$ cat config.mk
export PLATFORM = sky130hd
export DESIGN_NAME = operand_fetch
export DESIGN_NICKNAME = d
export VERILOG_FILES = /design/src/rtl/cnn_pkg.sv /design/src/rtl/operand_fetch_fifo.sv /design/src/rtl/operand_fetch.sv
export SDC_FILE = /design/constraint.sdc
export NUM_CORES = 1
export LEC_CHECK = 0
export ABC_AREA = 1
export CAP_MARGIN = 20
export CELL_PAD_IN_SITES_DETAIL_PLACEMENT = 1
export CELL_PAD_IN_SITES_GLOBAL_PLACEMENT = 1
export CORE_ASPECT_RATIO = 0.6
export CORE_MARGIN = 4
export CORE_UTILIZATION = 47
export CTS_CLUSTER_SIZE = 8
export DETAILED_ROUTE_END_ITERATION = 16
export PLACE_DENSITY = 0.9
export SYNTH_ARGS = -nofsm -noshare
export SYNTH_HDL_FRONTEND = slang
export SYNTH_SLANG_ARGS = --single-unit
$ cat constraint.sdc
create_clock -name clk -period 18.32 [get_ports clk]
set_input_delay 4.58 -clock clk [delete_from_list [all_inputs] [get_ports clk]]
set_output_delay 4.58 -clock clk [all_outputs]
set_load 0.01 [all_outputs]
$ cat src/rtl/cnn_pkg.sv
// Shared types and constants for the CNN accelerator datapath.
//  - cnn_mode_t    : layer mode encoding used by the controller
//  - fetch_state_t : operand_fetch window sequencer state
//  - fetch_entry_t : one operand entry streamed to the PE array
// The entry layout is fixed by FETCH_DATA_W / FETCH_KSIZE. Modules that
// carry entries must be built with matching DATA_W / KSIZE.
package cnn_pkg;

  localparam int FETCH_DATA_W = 16;
  localparam int FETCH_KSIZE  = 9;
  localparam int TAP_W        = 4;

  typedef enum logic [1:0] {
    MODE_CONVOLUTION = 2'd0,
    MODE_POOLING     = 2'd1,
    MODE_FULLY       = 2'd2,
    MODE_RESERVED    = 2'd3
  } cnn_mode_t;

  typedef enum logic [1:0] {
    IDLE     = 2'd0,
    WAIT_WIN = 2'd1,
    STREAM   = 2'd2
  } fetch_state_t;

  typedef struct packed {
    logic [FETCH_DATA_W-1:0]             ifm;
    logic [FETCH_KSIZE*FETCH_DATA_W-1:0] wgt;
    logic                                wgt_load;
    logic [FETCH_DATA_W-1:0]             bias;
    logic                                bias_load;
    logic [TAP_W-1:0]                    tap;
    logic                                last;
  } fetch_entry_t;

endpackage

$ cat src/rtl/operand_fetch_fifo.sv
// fetch_fifo: synchronous FIFO of fetch_entry_t.
// Ports: clk, rst (async, active-high), flush (drops all entries),
//        push/wdata, pop/rdata (show-ahead), full, empty, count.
// A push while full is accepted only when a pop happens in the same cycle.
module fetch_fifo
  import cnn_pkg::*;
#(
  parameter int DEPTH = 4
) (
  input  logic                       clk,
  input  logic                       rst,
  input  logic                       flush,
  input  logic                       push,
  input  fetch_entry_t               wdata,
  input  logic                       pop,
  output fetch_entry_t               rdata,
  output logic                       full,
  output logic                       empty,
  output logic [$clog2(DEPTH):0]     count
);

  localparam int AW = $clog2(DEPTH);

  fetch_entry_t    mem [DEPTH];
  logic [AW-1:0]   wr_ptr;
  logic [AW-1:0]   rd_ptr;
  logic            wr_en;
  logic            rd_en;

  assign full  = (count == (AW+1)'(DEPTH));
  assign empty = (count == '0);
  assign wr_en = push && (!full || pop);
  assign rd_en = pop && !empty;
  assign rdata = mem[rd_ptr];

  // NOTE: storage has no reset; only pointers and count define validity,
  // which keeps the array as plain flops/RAM without a reset tree.
  always_ff @(posedge clk) begin
    if (wr_en && !flush) mem[wr_ptr] <= wdata;
  end

  always_ff @(posedge clk or posedge rst) begin
    if (rst) begin
      wr_ptr <= '0;
      rd_ptr <= '0;
      count  <= '0;
    end else if (flush) begin
      wr_ptr <= '0;
      rd_ptr <= '0;
      count  <= '0;
    end else begin
      if (wr_en) wr_ptr <= wr_ptr + 1'b1;
      if (rd_en) rd_ptr <= rd_ptr + 1'b1;
      case ({wr_en, rd_en})
        2'b10:   count <= count + 1'b1;
        2'b01:   count <= count - 1'b1;
        default: count <= count;
      endcase
    end
  end

endmodule

$ cat src/rtl/operand_fetch.sv
// operand_fetch: converts controller read strobes into IFM/weight/bias SRAM
// reads and streams packed per-tap operand entries to the PE array.
// Ports:
//  cfg_start, cfg_*_base, cfg_ifm_stride : window configuration / restart
//  ifm_read, wgt_read, bias_read        : controller strobes (never stalled)
//  ifm_/wgt_/bias_ en, addr, rdata      : SRAM ports, 1-cycle read latency
//  pe_valid/pe_ready, pe_*              : operand stream to the PE array
//  err_drop                             : sticky, a strobe found no credit
// Optional build macro FETCH_PERF_EN adds perf_drop_cnt / perf_stall_cnt.
// DATA_W and KSIZE must match the cnn_pkg entry layout.
module operand_fetch
  import cnn_pkg::*;
#(
  parameter int DATA_W     = FETCH_DATA_W,
  parameter int KSIZE      = FETCH_KSIZE,
  parameter int IFM_AW     = 10,
  parameter int WGT_AW     = 8,
  parameter int BIAS_AW    = 6,
  parameter int FIFO_DEPTH = 4
) (
  input  logic                    clk,
  input  logic                    rst,
  input  logic                    cfg_start,
  input  logic [IFM_AW-1:0]       cfg_ifm_base,
  input  logic [IFM_AW-1:0]       cfg_ifm_stride,
  input  logic [WGT_AW-1:0]       cfg_wgt_base,
  input  logic [BIAS_AW-1:0]      cfg_bias_base,
  input  logic                    ifm_read,
  input  logic                    wgt_read,
  input  logic                    bias_read,
  output logic                    ifm_en,
  output logic [IFM_AW-1:0]       ifm_addr,
  input  logic [DATA_W-1:0]       ifm_rdata,
  output logic                    wgt_en,
  output logic [WGT_AW-1:0]       wgt_addr,
  input  logic [KSIZE*DATA_W-1:0] wgt_rdata,
  output logic                    bias_en,
  output logic [BIAS_AW-1:0]      bias_addr,
  input  logic [DATA_W-1:0]       bias_rdata,
  output logic                    pe_valid,
  input  logic                    pe_ready,
  output logic [DATA_W-1:0]       pe_ifm,
  output logic [KSIZE*DATA_W-1:0] pe_wgt,
  output logic                    pe_wgt_load,
  output logic [DATA_W-1:0]       pe_bias,
  output logic                    pe_bias_load,
  output logic [3:0]              pe_tap,
  output logic                    pe_last,
  output logic                    err_drop
`ifdef FETCH_PERF_EN
  ,
  output logic [15:0]             perf_drop_cnt,
  output logic [15:0]             perf_stall_cnt
`endif
);

  localparam int CNT_W = $clog2(FIFO_DEPTH) + 1;

  fetch_state_t        state, state_nxt;
  logic [TAP_W-1:0]    tap;
  logic [IFM_AW-1:0]   ifm_ptr, win_base, stride;
  logic [WGT_AW-1:0]   wgt_ptr;
  logic [BIAS_AW-1:0]  bias_ptr;

  // Read issued last cycle; its SRAM data is on the rdata buses now.
  logic                inflight, inf_wgt, inf_bias, inf_last;
  logic [TAP_W-1:0]    inf_tap;

  logic                want, start_win, credit, issue, drop, pop;
  logic [TAP_W-1:0]    issue_tap;
  logic                issue_last;
  logic [CNT_W:0]      occupancy;

  fetch_entry_t        push_entry, head;
  logic                fifo_full, fifo_empty;
  logic [CNT_W-1:0]    fifo_count;

  assign pe_valid  = !fifo_empty;
  assign pop       = pe_valid && pe_ready;
  assign occupancy = {1'b0, fifo_count} + {{CNT_W{1'b0}}, inflight};

  // NOTE: every always_comb output gets a default first so no path leaves
  // it unassigned, which would otherwise infer a latch.
  always_comb begin
    want       = 1'b0;
    start_win  = 1'b0;
    state_nxt  = state;
    case (state)
      WAIT_WIN: begin
        // ifm_read alone here is the controller's trailing hold cycle.
        want      = ifm_read && wgt_read;
        start_win = 1'b1;
      end
      STREAM: begin
        want      = ifm_read;
        start_win = wgt_read;
      end
      default: ;
    endcase
    if (cfg_start) want = 1'b0;

    // A pop this cycle frees a slot for the read issued now, so a full
    // FIFO being drained every cycle keeps accepting strobes.
    credit     = (occupancy < (CNT_W+1)'(FIFO_DEPTH)) ||
                 (pop && !(fifo_full && inflight));
    issue      = want && credit;
    drop       = want && !credit;
    issue_tap  = start_win ? '0 : tap;
    issue_last = (issue_tap == TAP_W'(KSIZE - 1));

    ifm_en    = issue;
    ifm_addr  = '0;
    wgt_en    = issue && start_win;
    wgt_addr  = '0;
    bias_en   = issue && start_win && bias_read;
    bias_addr = '0;
    if (issue)   ifm_addr  = start_win ? win_base : ifm_ptr;
    if (wgt_en)  wgt_addr  = wgt_ptr;
    if (bias_en) bias_addr = bias_ptr;

    if (issue) state_nxt = issue_last ? WAIT_WIN : STREAM;
    if (cfg_start) state_nxt = WAIT_WIN;
  end

  // NOTE: sequential state uses non-blocking assignments so all registers
  // update from pre-edge values regardless of statement order.
  always_ff @(posedge clk or posedge rst) begin
    if (rst) state <= IDLE;
    else     state <= state_nxt;
  end

  always_ff @(posedge clk or posedge rst) begin
    if (rst) begin
      tap      <= '0;
      ifm_ptr  <= '0;
      win_base <= '0;
      stride   <= '0;
      wgt_ptr  <= '0;
      bias_ptr <= '0;
    end else if (cfg_start) begin
      tap      <= '0;
      ifm_ptr  <= cfg_ifm_base;
      win_base <= cfg_ifm_base;
      stride   <= cfg_ifm_stride;
      wgt_ptr  <= cfg_wgt_base;
      bias_ptr <= cfg_bias_base;
    end else if (issue) begin
      if (wgt_en)  wgt_ptr  <= wgt_ptr + 1'b1;
      if (bias_en) bias_ptr <= bias_ptr + 1'b1;
      if (issue_last) begin
        tap      <= '0;
        win_base <= win_base + stride;
        ifm_ptr  <= win_base + stride;
      end else begin
        tap      <= issue_tap + 1'b1;
        ifm_ptr  <= ifm_addr + 1'b1;
      end
    end
  end

  always_ff @(posedge clk or posedge rst) begin
    if (rst) begin
      inflight <= 1'b0;
      inf_wgt  <= 1'b0;
      inf_bias <= 1'b0;
      inf_last <= 1'b0;
      inf_tap  <= '0;
      err_drop <= 1'b0;
    end else begin
      inflight <= issue;
      inf_wgt  <= wgt_en;
      inf_bias <= bias_en;
      inf_last <= issue_last;
      inf_tap  <= issue_tap;
      if (cfg_start) err_drop <= 1'b0;
      else if (drop) err_drop <= 1'b1;
    end
  end

  always_comb begin
    push_entry           = '0;
    push_entry.ifm       = ifm_rdata;
    push_entry.wgt_load  = inf_wgt;
    push_entry.bias_load = inf_bias;
    push_entry.tap       = inf_tap;
    push_entry.last      = inf_last;
    if (inf_wgt)  push_entry.wgt  = wgt_rdata;
    if (inf_bias) push_entry.bias = bias_rdata;
  end

  fetch_fifo #(.DEPTH(FIFO_DEPTH)) u_fifo (
    .clk   (clk),
    .rst   (rst),
    .flush (cfg_start),
    .push  (inflight),
    .wdata (push_entry),
    .pop   (pop),
    .rdata (head),
    .full  (fifo_full),
    .empty (fifo_empty),
    .count (fifo_count)
  );

  always_comb begin
    pe_ifm       = '0;
    pe_wgt       = '0;
    pe_wgt_load  = 1'b0;
    pe_bias      = '0;
    pe_bias_load = 1'b0;
    pe_tap       = '0;
    pe_last      = 1'b0;
    if (pe_valid) begin
      pe_ifm       = head.ifm;
      pe_wgt       = head.wgt;
      pe_wgt_load  = head.wgt_load;
      pe_bias      = head.bias;
      pe_bias_load = head.bias_load;
      pe_tap       = head.tap;
      pe_last      = head.last;
    end
  end

`ifdef FETCH_PERF_EN
  always_ff @(posedge clk or posedge rst) begin
    if (rst) begin
      perf_drop_cnt  <= '0;
      perf_stall_cnt <= '0;
    end else if (cfg_start) begin
      perf_drop_cnt  <= '0;
      perf_stall_cnt <= '0;
    end else begin
      if (drop && perf_drop_cnt != 16'hFFFF)
        perf_drop_cnt <= perf_drop_cnt + 1'b1;
      if (pe_valid && !pe_ready && perf_stall_cnt != 16'hFFFF)
        perf_stall_cnt <= perf_stall_cnt + 1'b1;
    end
  end
`endif

endmodule

Yosys cells after proc, flatten, opt, wreduce, memory -nomap -nowiden:

Memory sizes are Yosys's and may differ from the RTL's.
Index checks and enable logic that the tools add are counted.

* $add $sub $neg: 10
* order comparisons: 1
* equality and inequality tests: 6
* multiplexer cells: 45
* reduce and logical (&&, ||, !) cells: 30

Operator list (number)
* two-way mux 144 bit: 2
* two-way mux 10 bit: 8
* two-way mux 16 bit: 3
* two-way mux 8 bit: 4
* two-way mux 6 bit: 4
* two-way mux 4 bit: 5
* two-way mux 2 bit: 7
* nonzero test 2 bit: 7
* logical AND 1 bit: 11
* adder 10 x 1 -> 10 bit, second input constant: 1
* adder 10 bit: 1
* adder 8 x 1 -> 8 bit, second input constant: 1
* two-way mux 1 bit: 8
* adder 6 x 1 -> 6 bit, second input constant: 1
* case mux 3 bit (2 select lines): 1
* AND reduction 2 bit: 3
* zero test 1 bit: 5
* adder 2 x 1 -> 2 bit, second input constant: 2
* adder 3 x 1 -> 4 bit: 1
* adder 4 x 1 -> 4 bit, second input constant: 1
* == test 2 x 1 -> 1 bit, second input constant: 2
* == test 2 bit, second input constant: 2
* == test 4 bit, second input constant: 1
* less-than comparator 4 x 3 -> 1 bit, second input constant: 1
* 8 further kinds: 10

* register bits after elaboration: 66
* RAM bits: 732
* output and inout port bits: 212
* memories kept: 1

Memory list
* u_fifo.mem: words 4, bits a word 183, rd ports 1, clocked after Yosys merged registers in 0, write ports 1, line operand_fetch_fifo.sv:24 `fetch_entry_t mem [DEPTH];`

Longest topological paths before layout:

* word-level depth: 11
* mapped depth: 19
* mapped depth without buffers: 18

Hierarchy:

Synthesis repeated with hierarchy kept, for this count alone.

* cell total of the unflattened synthesis: 3079
* area total of the unflattened synthesis: 34222.8 um2

By module, submodules not included
* fetch_fifo: instances 1, cells each 1841, area an instance 27576.4 um2, sequential area each 22156.2 um2
* operand_fetch: instances 1, cells each 1238, area an instance 6646.4 um2, sequential area each 1476.4 um2

Worst setup path after synthesis:

OpenSTA, ideal clock, no wires.

* kind: in2reg
* start point: input cfg_start
* end point: memory u_fifo.mem[0][0] in the netlist's numbering (enable)
* data arrival time: 12.670 ns
* path slack: 4.920 ns
* cell stages on the path: 4
* buffers on the path: 1
* path through: inv_2 > clkbuf_1 > nand2_1 > nor2_1

* cells in the longest elaborated chain, start to end: 4

RTL lines
* start: declaration: line operand_fetch.sv:23 `input logic cfg_start,`
* zero test 1 bit: line operand_fetch_fifo.sv:39 `if (wr_en && !flush) mem[wr_ptr] <= wdata;`
* logical AND 1 bit: line operand_fetch_fifo.sv:39
* two-way mux 1 bit: line operand_fetch_fifo.sv:39
* two-way mux 1 bit (implied by the code): line operand_fetch_fifo.sv:39
* end: declaration: line operand_fetch_fifo.sv:24

No other way between the ends.

Final worst setup path:

* start point: input cfg_start
* end point: output bias_en

* cells in the longest elaborated chain, start to end: 4

RTL lines
* two-way mux 1 bit: line operand_fetch.sv:100 `if (cfg_start) want = 1'b0;`
* logical AND 1 bit: line operand_fetch.sv:106 `issue = want && credit;`
* logical AND 1 bit (2 in series): line operand_fetch.sv:115 `bias_en = issue && start_win && bias_read;`
* end: declaration: line operand_fetch.sv:37 `output logic bias_en,`

No other way between the ends.

==> out/results.ini <==
[place]
hpwlAfterDp_um=62600
routabilityCongestion=0.843
port_buffers=428
place_inst=4247

[die]
core_um2=70100
die_w_um=352
fp.dieH_um=214
floorplan.initialDensity=0.476
dieArea_um2=75400
ioPinCount=429
std_cell_rows=75

[logic_synthesis]
postSynthCellCount=3039
synth.distinct_cells=40
synth_area_um2=33400
synth_top_area_frac=0.659
avgSynthCellArea_um2=11.0
synth_largest_area_cell=edfxtp_1
yosys-top-cells-area=edfxtp_1 66%, nor2_1 8.9%, o21ai_0 5.8%, dfrtp_1 5.0%, nand2_1 3.4%
synth_warnings=0
synth_nets=3278
yosysSeqAreaShare=0.709
ys_ff_latch=798

[global_routing]
grt.overflow.total=0
antenna_found_initial=6
grt_pass1_vias=26534
grt_max_degree=158
grt_pass1_wl_um=157000
grt_util_all_layers=0.268

[detailed_routing]
first_iter_violations=1911
wl_per_cell_um=23.5
via_count=24617
postRouteAntennaNets=0
drt_pre_antenna_iters=5
vias_per_cell=5.60
wl_um=103000
drc=0

[cells_and_area]
fin_cells=4398
layout-drive-gt1-share=0.0525
areaGrowthSynthToFinish_pct=24.3
finish.net_count=3674
nFillCells=7244
multi_input_area_um2=8180
final-seq-area_um2=23600
mostFrequentLayoutCell=nor2_1
final_cell_mix=783 x nor2_1, 732 x edfxtp_1, 428 x clkdlybuf4s50_1, 388 x o21ai_0, 302 x nand2_1

[power]
pwr_density_cell_nw_per_um2=128
p_comb_frac=0.276
p_int_mw=3.67
ir_drop_v=0.0000743
p_clk_frac=0.341
pwr-share-seq=0.383
power.leakage_nw=15.1
power_switching_mw=1.62
p_sw_frac=0.307

[setup_path]
reg2regPathDepth=8
reg2reg_setup_slack_ns=14.42
endpoint_kind=output port
worstReg2RegStart=u_fifo.count[0]
crit_end=bias_en
rr_endpoint=u_fifo.mem[0][56]
path_class=input port to output port
startpoint_type=input port
required_ns=13.74
arrival_ns=7.88
crit_fanout=41
cp-startpoint=cfg_start

[timing]
hold_violations=0
setup_tns_ns=0
timing.final.crit_share=0.680
worst_pin_slew_ns=1.07
slew_violations=0
relSlewSlack=0.285
setup_violations=0
clock_skew_ns=0.0187
period_needed_ns=12.46
grt_setup_unrepaired=no
max_freq_mhz=80.2

[min_path]
whs_path_depth=0
min_path_type=flip-flop to flip-flop

[clocking]
cts_num_sinks=798
cts_tree=yes
cts_buffer_depth=3
ctsHtreeMaxLevel=3
cts_buffers=109
ctsHoldBuffers=0
post-cts-setup-buffers=0
cts-root-buf=clkbuf_16
clk_latency_ns=0.67
cts.repair.resized=0
clkTransAtPathRegs_ns=0.05

[status]
status=completed

[flow_run]
maxCapViolCount=0

==> cells by family after synthesis <==
logic type | count (synthesis) | synth area share
AO/OA/AOI/OAI | 641 | 0.0987
XOR/XNOR | 18 | 0.00473
adder cells (fa/ha/maj) | 22 | 0.00870
buffers and inverters | 415 | 0.0471
flip-flops | 798 | 0.709
AND/OR/NAND/NOR | 1145 | 0.132
==> layer usage <==
layer,part of all wire,wire length (um),GRT usage
met5,0.00033,34,0
met2,0.51,52800,0.469
met1,0.40,41300,0.338
met4,0.037,3810,0.100
met3,0.051,5270,0.0438
==> sequential cells by signal (all words and copies together), names as in the netlist <==
signal         flops
err_drop           1
u_fifo.rd_ptr      2
wgt_ptr            8
inf_bias           1
u_fifo.wr_ptr      2
stride            10
inf_tap            4
u_fifo.count       3
state              2
win_base          10
inflight           1
inf_last           1
inf_wgt            1
bias_ptr           6
ifm_ptr           10
tap                4
u_fifo.mem       732
==> critical path, stage by stage <==
cell             delay (ns)
clkdlybuf4s50_1        0.40
buf_4                  0.27
inv_2                  0.10
nand3_1                0.08
nor2_2                 0.23
inv_2                  0.08
a21oi_4                0.46
nand2_1                0.46
inv_2                  0.26
nand2_2                0.18
inv_1                  0.18
clkdlybuf4s50_1        0.57
==> cell type report <==
cell class                      instances  area share
Clock buffer                          139      0.0693
Multi-Input combinational cell       1826       0.197
Inverter                              242      0.0223
Tap cell                              924      0.0279
Sequential cell                       798       0.570
Timing Repair Buffer                  458       0.110
Antenna cell                            5    0.000302
Clock inverter                          6     0.00242
==> worst min path at each step <==
stage	startpoint	to	slack [ns]
3_5_place_dp	stride[2]	stride[2]	0.48
3_3_place_gp	stride[0]	stride[0]	0.47
5_1_grt	inf_tap[2]	u_fifo.mem[3][3]	0.52
4_1_cts	inf_last	u_fifo.mem[0][0]	0.49
2_1_floorplan	stride[0]	stride[0]	0.45
6_report	inf_last	u_fifo.mem[3][0]	0.49
==> Yosys cell counts (all sizes together) <==
library cell,instances
nor3,6
xor2,13
nand3b,2
dfrtp,66
a31oi,5
nand4,6
or2,2
a41oi,1
clkbuf,148
a32oi,1
a21oi,213
ha,20
nor2,792
edfxtp,732
inv,240
o211ai,5
a311oi,1
o21ai,399
fa,2
nand3,30
a211oi,1
o221ai,3
nand2,307
a22o,2
o22ai,6
xnor2,5
buf,25
clkinv,2
o21a,2
a221oi,2
==> power by group through the flow <==
stage	Sequential [mW]	Combinational [mW]	Clock (mW)
finish	2.03	1.46	1.81
detailed placement	2.06	1.45	0
floorplan	2.04	0.658	0
global route	2.03	1.56	1.94
global placement	2.06	1.40	0
CTS	2.03	1.46	1.84
==> stage by stage <==
stage	instance area [um^2]	utilization	hold WS [ns]	worst slack [ns]	power, mW
after global placement	38400	0.548	0.471	6.01	3.46
after detailed placement	38400	0.548	0.479	5.92	3.51
after global routing	41400	0.591	0.518	5.66	5.52
after CTS	41400	0.591	0.488	5.91	5.33
after floorplan	33400	-	0.446	4.92	2.70
final	41400	0.591	0.485	5.86	5.30
No activity file was read; power rests on OpenSTA's default activity.
